--- src/rtl/shift_seq_pkg.sv ---
// Shared types and constants for the multi-cycle shift responder.
// Optional rotate support is selected by defining SHIFT_SEQ_ROTATE_EN.
package shift_seq_pkg;

  typedef enum logic [1:0] {
    IDLE  = 2'd0,
    SHIFT = 2'd1,
    DONE  = 2'd2
  } state_e;

  localparam logic DIR_LEFT  = 1'b0;
  localparam logic DIR_RIGHT = 1'b1;

  localparam int unsigned DEFAULT_WIDTH = 32;
  localparam int unsigned DEFAULT_REM_W = $clog2(DEFAULT_WIDTH + 1);

  // The remaining-amount counter must hold every value from 0 up to WIDTH.
  function automatic int unsigned rem_width(input int unsigned width);
    return $clog2(width + 1);
  endfunction

endpackage

--- src/rtl/shift_seq_unit_shift_step.sv ---
// Combinational shift of 0..STEP bit positions with a selectable fill bit.
// With SHIFT_SEQ_ROTATE_EN defined, a rot input wraps vacated bits instead.
module shift_step
  import shift_seq_pkg::*;
#(
  parameter int unsigned WIDTH = DEFAULT_WIDTH,
  parameter int unsigned STEP  = 1,
  parameter int unsigned AMT_W = $clog2(STEP + 1)
) (
  input  logic [WIDTH-1:0] data_i,
  input  logic [AMT_W-1:0] amt,
  input  logic             dir,
  input  logic             fill,
`ifdef SHIFT_SEQ_ROTATE_EN
  input  logic             rot,
`endif
  output logic [WIDTH-1:0] data_o
);

  localparam logic [WIDTH-1:0] ONES = '1;

  logic [WIDTH-1:0] shifted;
  logic [WIDTH-1:0] fill_mask;
`ifdef SHIFT_SEQ_ROTATE_EN
  logic [31:0]      back_amt;
  logic [WIDTH-1:0] wrapped;
`endif

  // NOTE: every signal written here gets a default first, so no path can
  // leave one unassigned and infer a latch.
  always_comb begin
    shifted   = '0;
    fill_mask = '0;
    if (dir == DIR_LEFT) begin
      shifted   = data_i << amt;
      fill_mask = ~(ONES << amt);
    end else begin
      shifted   = data_i >> amt;
      fill_mask = ~(ONES >> amt);
    end
    data_o = shifted | (fill ? fill_mask : '0);
`ifdef SHIFT_SEQ_ROTATE_EN
    // A zero-bit step shifts by WIDTH here, which yields zero wrap bits.
    back_amt = 32'(WIDTH) - 32'(amt);
    wrapped  = (dir == DIR_LEFT) ? (data_i >> back_amt) : (data_i << back_amt);
    if (rot) begin
      data_o = shifted | wrapped;
    end
`endif
  end

endmodule

--- src/rtl/shift_seq_unit.sv ---
// Multi-cycle shifter: accepts a request, shifts up to STEP bits per cycle,
// then holds the result for a valid/ready handoff. Rotate: SHIFT_SEQ_ROTATE_EN.
module shift_seq_unit
  import shift_seq_pkg::*;
#(
  parameter int unsigned WIDTH = DEFAULT_WIDTH,
  parameter int unsigned STEP  = 1
) (
  input  logic             clk,
  input  logic             rst,
  input  logic             in_valid,
  output logic             in_ready,
  input  logic [WIDTH-1:0] operand1,
  input  logic [31:0]      operand2,
  input  logic             dir,
  input  logic             arith,
`ifdef SHIFT_SEQ_ROTATE_EN
  input  logic             rot,
`endif
  output logic             out_valid,
  input  logic             out_ready,
  output logic [WIDTH-1:0] result,
  output logic             busy
);

  localparam int unsigned REM_W = rem_width(WIDTH);
  localparam int unsigned AMT_W = $clog2(STEP + 1);

  state_e           state_q, state_d;
  logic [WIDTH-1:0] data_q,  data_d;
  logic [REM_W-1:0] rem_q,   rem_d;
  logic             dir_q,   dir_d;
  logic             arith_q, arith_d;
  logic             sign_q,  sign_d;
`ifdef SHIFT_SEQ_ROTATE_EN
  logic             rot_q,   rot_d;
`endif

  logic [REM_W-1:0] clamp_amt;
  logic [AMT_W-1:0] step_amt;
  logic             fill_bit;
  logic [WIDTH-1:0] step_out;

  assign clamp_amt = (operand2 >= 32'(WIDTH)) ? REM_W'(WIDTH) : REM_W'(operand2);
  assign step_amt  = (rem_q > REM_W'(STEP)) ? AMT_W'(STEP) : AMT_W'(rem_q);
`ifdef SHIFT_SEQ_ROTATE_EN
  assign fill_bit  = (dir_q == DIR_RIGHT) && arith_q && sign_q && !rot_q;
`else
  assign fill_bit  = (dir_q == DIR_RIGHT) && arith_q && sign_q;
`endif

  shift_step #(
    .WIDTH (WIDTH),
    .STEP  (STEP),
    .AMT_W (AMT_W)
  ) u_step (
    .data_i (data_q),
    .amt    (step_amt),
    .dir    (dir_q),
    .fill   (fill_bit),
`ifdef SHIFT_SEQ_ROTATE_EN
    .rot    (rot_q),
`endif
    .data_o (step_out)
  );

  always_comb begin
    state_d = state_q;
    data_d  = data_q;
    rem_d   = rem_q;
    dir_d   = dir_q;
    arith_d = arith_q;
    sign_d  = sign_q;
`ifdef SHIFT_SEQ_ROTATE_EN
    rot_d   = rot_q;
`endif
    case (state_q)
      IDLE: begin
        if (in_valid) begin
          data_d  = operand1;
          dir_d   = dir;
          arith_d = arith;
          sign_d  = operand1[WIDTH-1];
          rem_d   = clamp_amt;
`ifdef SHIFT_SEQ_ROTATE_EN
          rot_d   = rot;
          if (rot) begin
            rem_d = REM_W'(operand2 % 32'(WIDTH));
          end
`endif
          state_d = SHIFT;
        end
      end
      SHIFT: begin
        // The last step may be a zero-bit step when the amount was zero.
        data_d = step_out;
        rem_d  = rem_q - REM_W'(step_amt);
        if (rem_q <= REM_W'(STEP)) begin
          state_d = DONE;
        end
      end
      DONE: begin
        if (out_ready) begin
          state_d = IDLE;
        end
      end
      default: state_d = IDLE;
    endcase
  end

  // NOTE: state uses non-blocking assignments so every flop samples the
  // pre-edge values, independent of statement order.
  always_ff @(posedge clk) begin
    if (rst) begin
      state_q <= IDLE;
      data_q  <= '0;
      rem_q   <= '0;
      dir_q   <= DIR_LEFT;
      arith_q <= 1'b0;
      sign_q  <= 1'b0;
`ifdef SHIFT_SEQ_ROTATE_EN
      rot_q   <= 1'b0;
`endif
    end else begin
      state_q <= state_d;
      data_q  <= data_d;
      rem_q   <= rem_d;
      dir_q   <= dir_d;
      arith_q <= arith_d;
      sign_q  <= sign_d;
`ifdef SHIFT_SEQ_ROTATE_EN
      rot_q   <= rot_d;
`endif
    end
  end

  assign in_ready  = (state_q == IDLE);
  assign out_valid = (state_q == DONE);
  assign busy      = (state_q != IDLE);
  assign result    = data_q;

endmodule
--- config.mk ---
export PLATFORM = sky130hd
export DESIGN_NAME = shift_seq_unit
export DESIGN_NICKNAME = d
export VERILOG_FILES = /design/src/rtl/shift_seq_pkg.sv /design/src/rtl/shift_seq_unit_shift_step.sv /design/src/rtl/shift_seq_unit.sv
export SDC_FILE = /design/constraint.sdc
export NUM_CORES = 1
export LEC_CHECK = 0
export ABC_AREA = 0
export CAP_MARGIN = 20
export CORE_UTILIZATION = 38
export CTS_CLUSTER_SIZE = 10
export DETAILED_ROUTE_END_ITERATION = 10
export PLACE_DENSITY = 0.78
export SYNTH_ARGS = -nofsm -noshare
export SYNTH_HDL_FRONTEND = slang
export SYNTH_SLANG_ARGS = --single-unit
--- constraint.sdc ---
create_clock -name clk -period 1.69 [get_ports clk]
set_input_delay 0.169 -clock clk [delete_from_list [all_inputs] [get_ports clk]]
set_output_delay 0.169 -clock clk [all_outputs]
set_load 0.01 [all_outputs]
Yosys cells after proc, flatten, opt, wreduce, memory -nomap -nowiden
Index checks and enable logic that the tools add are counted.
- register bits after elaboration: 43
- latch bits: 0
- RAM bits: 0
- bits in read-only memories: 0
- input port bits: 70
- output and inout bits: 35
- word-level logic and storage cells: 43
- memories kept: 0
- add/sub/neg operators: 1
- $mul: 0
- div/mod/pow operators: 0
- order comparisons: 3
- eq/ne operators: 5
- shift-type cells: 4
- muxes and demuxes: 13
- bitwise logic cells: 3
- reductions and logical operators: 8
- operator list (cell ; number):
    $mux 32 ; 4
    $not 32->32 ; 2
    $pmux 32 s2 ; 1
    $ge 32x6->1 const B ; 1
    $or 32x32->32 ; 1
    $shl 32x1->32 ; 1
    $shl 32x1->32 const A ; 1
    $shr 32x1->32 ; 1
    $shr 32x1->32 const A ; 1
    $mux 6 ; 2
    $pmux 6 s2 ; 1
    $gt 6x1->1 const B ; 1
    $le 6x1->1 const B ; 1
    $mux 2 ; 3
    $pmux 2 s3 ; 1
    $sub 6x1->6 ; 1
    $ne 2x2->1 const B ; 2
    $reduce_and 2->1 ; 2
    $reduce_bool 2->1 ; 2
    $reduce_and 3->1 ; 1
    $eq 2x1->1 const B ; 1
    $eq 2x2->1 const B ; 1
    $logic_and 1x1->1 ; 2
    $logic_not 2->1 ; 1
    2 further kinds ; 2

Logic depth before layout (Yosys ltp)
- word-level depth: 8
- depth in mapped cells: 8
- mapped depth without buffers: 8

By module
From an unflattened synthesis, not the netlist that was laid out.
- cell total of the unflattened synthesis: 370
- area, all modules: 2782.7 um^2
- modules (own cells, without submodules) (module ; instances ; cells an instance ; area an instance (um^2) ; seq. area each (um^2)):
    shift_seq_unit ; 1 ; 263 ; 2077.0 ; 860.8
    shift_step ; 1 ; 107 ; 705.7 ; 0.0

Worst setup path after synthesis
OpenSTA, ideal clock, no wires.
- kind: reg2reg
- from: register rem_q[1]
- to: register rem_q[2]
- setup time: 0.074 ns
- arrival: 1.688 ns
- data required time: 1.616 ns
- slack: -0.073 ns
- stages on the path, launching flop included: 9
- path buffers: 0
- clock period less this slack: 1.763 ns
- cell sequence: dfxtp_1 > nor4_2 > nor2b_1 > nor2_1 > ha_1 > and3b_1 > o21ai_0 > nand3_1 > o21ai_0
- longest elaborated chain between the ends: 4
- ends and longest elaborated chain (element ; line ; RTL):
    from (decl) ; shift_seq_unit.sv:31 ; logic [REM_W-1:0] rem_q, rem_d;
    from (signal assigned) ; shift_seq_unit.sv:127 ; rem_q <= rem_d;
    $gt 6x1->1 ; shift_seq_unit.sv:45 ; assign step_amt = (rem_q > REM_W'(STEP)) ? AMT_W'(STEP) : AMT_W'(rem_q);
    $mux 1 ; shift_seq_unit.sv:45 ;
    $sub 6x1->6 * ; shift_seq_unit.sv:97 ; rem_d = rem_q - REM_W'(step_amt);
    $pmux 6 s2 * ; shift_seq_unit.sv:77 ; case (state_q)
Every way passes the cells marked *; elsewhere a longest branch is shown, timed or not.
A chain may end at the register's enable or synchronous reset.

Worst setup path in the final report
Same ends and word-level chain as after synthesis.

==> impl_metrics.yaml <==
drt:
  drt-initial-drc-count: 104
  routed-wl-met2_um: 3610
  wl_met1_um: 3030
  ant_nets: 0
  drc: 0
  num_vias: 2488
  first_pass_iters: 4
  top_layer_used: "met4"
  post_drt_wl_per_cell_um: 15.4
  wl_um: 7040
  routed-wl-met3_um: 306
  viasPerCell: 5.43
timing:
  slew_viol_final: 0
  fmax_mhz: 586
  rsz0062_at_grt: "true"
  slew_headroom_pct: 71.3
  finalWorstSetupSlack_ns: -0.0167
  fin_skew_ns: 0.00643
  worstMarginPinSlew_ns: 0.430
  setup_violations: 1
  timing.final.hold_violations: 0
  fin_crit_ns: 1.71
  finalCritPeriodShare_pct: 101
floorplanning:
  rows: 28
  core_um2: 5890
  die-height_um: 80.0
  die_w_um: 80.0
  initial_core_util_pct: 39.3
  pin_count: 105
  die_area_um2: 6410
synth:
  yosysUniqueCellTypes: 43
  yosys_warnings: 0
  yosysSeqAreaShare_pct: 37.2
  netlist_area_um2: 2310
  async_flop_share_pct: 0
  synth_top_area_cell: "dfxtp_1"
  ys_ff_latch: 43
  ys.flop_type: "dfxtp_1"
  synth_edf_count: 0
  netlist.area_leader.share_pct: 37.2
  synth.area.top_cells: "dfxtp_1 (37%), mux2_2 (12%), a22oi_1 (8.1%)"
  syn-num-nets: 335
  syn_inst: 264
  avgSynthCellArea_um2: 8.77
worst_setup_path:
  cp_max_fo: 4
  start_kind: "register"
  r2r-start: "rem_q[1]$_SDFFE_PP0P_"
  cp_data_arrival_time_ns: 1.92
  crit_path_end_kind: "register"
  crit_type: "register to register"
  cp-startpoint: "rem_q[1]$_SDFFE_PP0P_"
  required_ns: 1.91
cts:
  cts_buffers: 5
  tritoncts: "yes"
  hold_buffers: 0
  clkLatencyLatePin_ns: 0.29
  h-tree-depth: 2
  cts.clk_slew.worst_paths_ns: 0.08
  cts_sinks: 43
  clk_path_buf_depth: 2
  cts-root-buf: "clkbuf_8"
power:
  peakVddDrop_v: 0.000516
  p_total_mw: 3.43
  p_per_area_nw_per_um2: 914
  p_leak_nw: 1.36
outcome:
  status: "complete, but fails checks"
  violations: "setup timing"
finish:
  layout.nets: 453
  n_antenna_cell: 0
  drive_gt1_share_pct: 20.1
  nFillCells: 499
  design_area_um2: 3750
  syn_to_final_growth_pct: 62.1
hold_path:
  hold_class: "input port to register"
  hp-start: "arith"
grt:
  grt_usage_pct: 22.1
  grt_max_degree: 33
  grt_pass1_wl_um: 11300
  overflow: 0
  grt_pass1_vias: 2466
  antenna_found_initial: 0
place:
  detailedPlace.worstSlack_ns: -0.0804
  placed_cell_area_um2: 3590
  gp_congestion: 0.931
  dp.final_hpwl_um: 5100
  io_buffers: 104
flow_run:
  maxCapViolCount: 0
-- layout by cell type (no fill, tap or decap), types with 4 or more instances in the layout --
cell type / netlist / routed
a2111oi_1: 4 / 5
a21oi_1: 30 / 29
a22oi_1: 25 / 25
buf_12: 0 / 4
buf_4: 0 / 19
clkbuf_8: 0 / 5
clkdlybuf4s50_1: 0 / 102
dfxtp_1: 43 / 41
inv_1: 5 / 5
mux2_2: 25 / 25
mux2i_1: 6 / 6
nand2_1: 30 / 30
nand3_1: 6 / 6
nor2_1: 16 / 14
nor3_1: 9 / 9
nor4_1: 7 / 7
-- critical path, cell delays in order (launching register included) --
cell and delay (ns):
dfxtp_4 0.37, nor4_4 0.30, nor2b_4 0.21, nor2_2 0.05, ha_2 0.17, and3b_1 0.17
o21ai_2 0.14, nand3_1 0.10, o21ai_1 0.13
-- path summary, 6_finish.rpt --
check	slack, ns	end	cells after the start
max	-0.02	rem_q[2]$_SDFFE_PP0P_	8
min	0.46	arith_q$_SDFFE_PP0P_	3
max reg2reg	-0.02	rem_q[2]$_SDFFE_PP0P_	8
min reg2reg	0.48	sign_q$_SDFFE_PP0P_	2
-- cell families (layout without fill, tap and decap cells) --
family                     after synthesis  after routing  share of synthesized area [%]
adders and majority gates                1              1                          0.540
and+or+nand+nor                         85             85                           18.7
muxes                                   31             31                           14.8
xor gates and xnor gates                 1              1                          0.378
DFF                                     43             43                           37.2
AOI/OAI and AO/OA                       79             79                           23.5
buffers and inverters                   24            143                           4.92
-- flip-flops by register name, indices dropped and copies added (netlist names) --
register	count
sign_q	1
result	32
state_q	2
dir_q	1
rem_q	6
arith_q	1
-- cells in the mapped netlist, types with 2 or more instances --
| master | n |
|---|---|
| o21ai_0 | 5 |
| nor3b_2 | 2 |
| a2111oi_1 | 4 |
| dfxtp_1 | 43 |
| mux2_2 | 25 |
| nor4_1 | 7 |
| a22oi_1 | 25 |
| nand2_1 | 30 |
| inv_1 | 5 |
| buf_6 | 2 |
| or2_2 | 2 |
| clkbuf_1 | 9 |
| nor2_1 | 16 |
| a221oi_1 | 2 |
| nor2b_1 | 3 |
| o22ai_1 | 2 |
| buf_2 | 7 |
| nand3_1 | 6 |
| mux2i_1 | 6 |
| nor3_1 | 9 |
| nand3b_1 | 3 |
| a21oi_1 | 30 |
-- through the flow --
step / cells / setup TNS [ns] / util [%] / hold WS (ns)
final: 458 / -0.0167 / 63.7 / 0.457
after global routing: 458 / -0.322 / 63.7 / 0.471
after CTS: 456 / -0.00661 / 62.8 / 0.454
after detailed placement: 447 / -0.0804 / 60.9 / 0.461
after global placement: 447 / 0 / 60.9 / 0.444
after floorplan: 264 / 0 / - / 0.305
-- metal layers --
layer  GRT usage, %  vias up
met5              0        -
met4           6.96        0
met3           4.23       10
met2           38.8       67
met1           26.9     1189
li1               -     1222
-- where the power goes --
group	leakage, nW	total, mW	internal (mW)	switching (mW)
clock	0.0412	0.640	0.289	0.351
combinational	0.963	1.49	0.837	0.655
sequential	0.354	1.29	1.15	0.145
total	1.36	3.43	2.28	1.15
-- repair_timing --
item | in CTS | in global routing
setup endpoints to repair | 4 | 19
pin swaps | 2 | 5
buffers inserted | 1 | 2
gates resized for setup | 8 | 11
-- final cells by class --
class                   count  area [um2]  share of cell area, %
clock buffers               6        72.6                   1.93
clock inverters             2        12.5                  0.334
inverters                   5        18.8                  0.500
multi-input cells         197        1390                   37.1
flip-flops and latches     43         866                   23.1
well taps                  75        93.8                   2.50
repair buffers            130        1290                   34.5
Power figures use the tool's default switching activity.
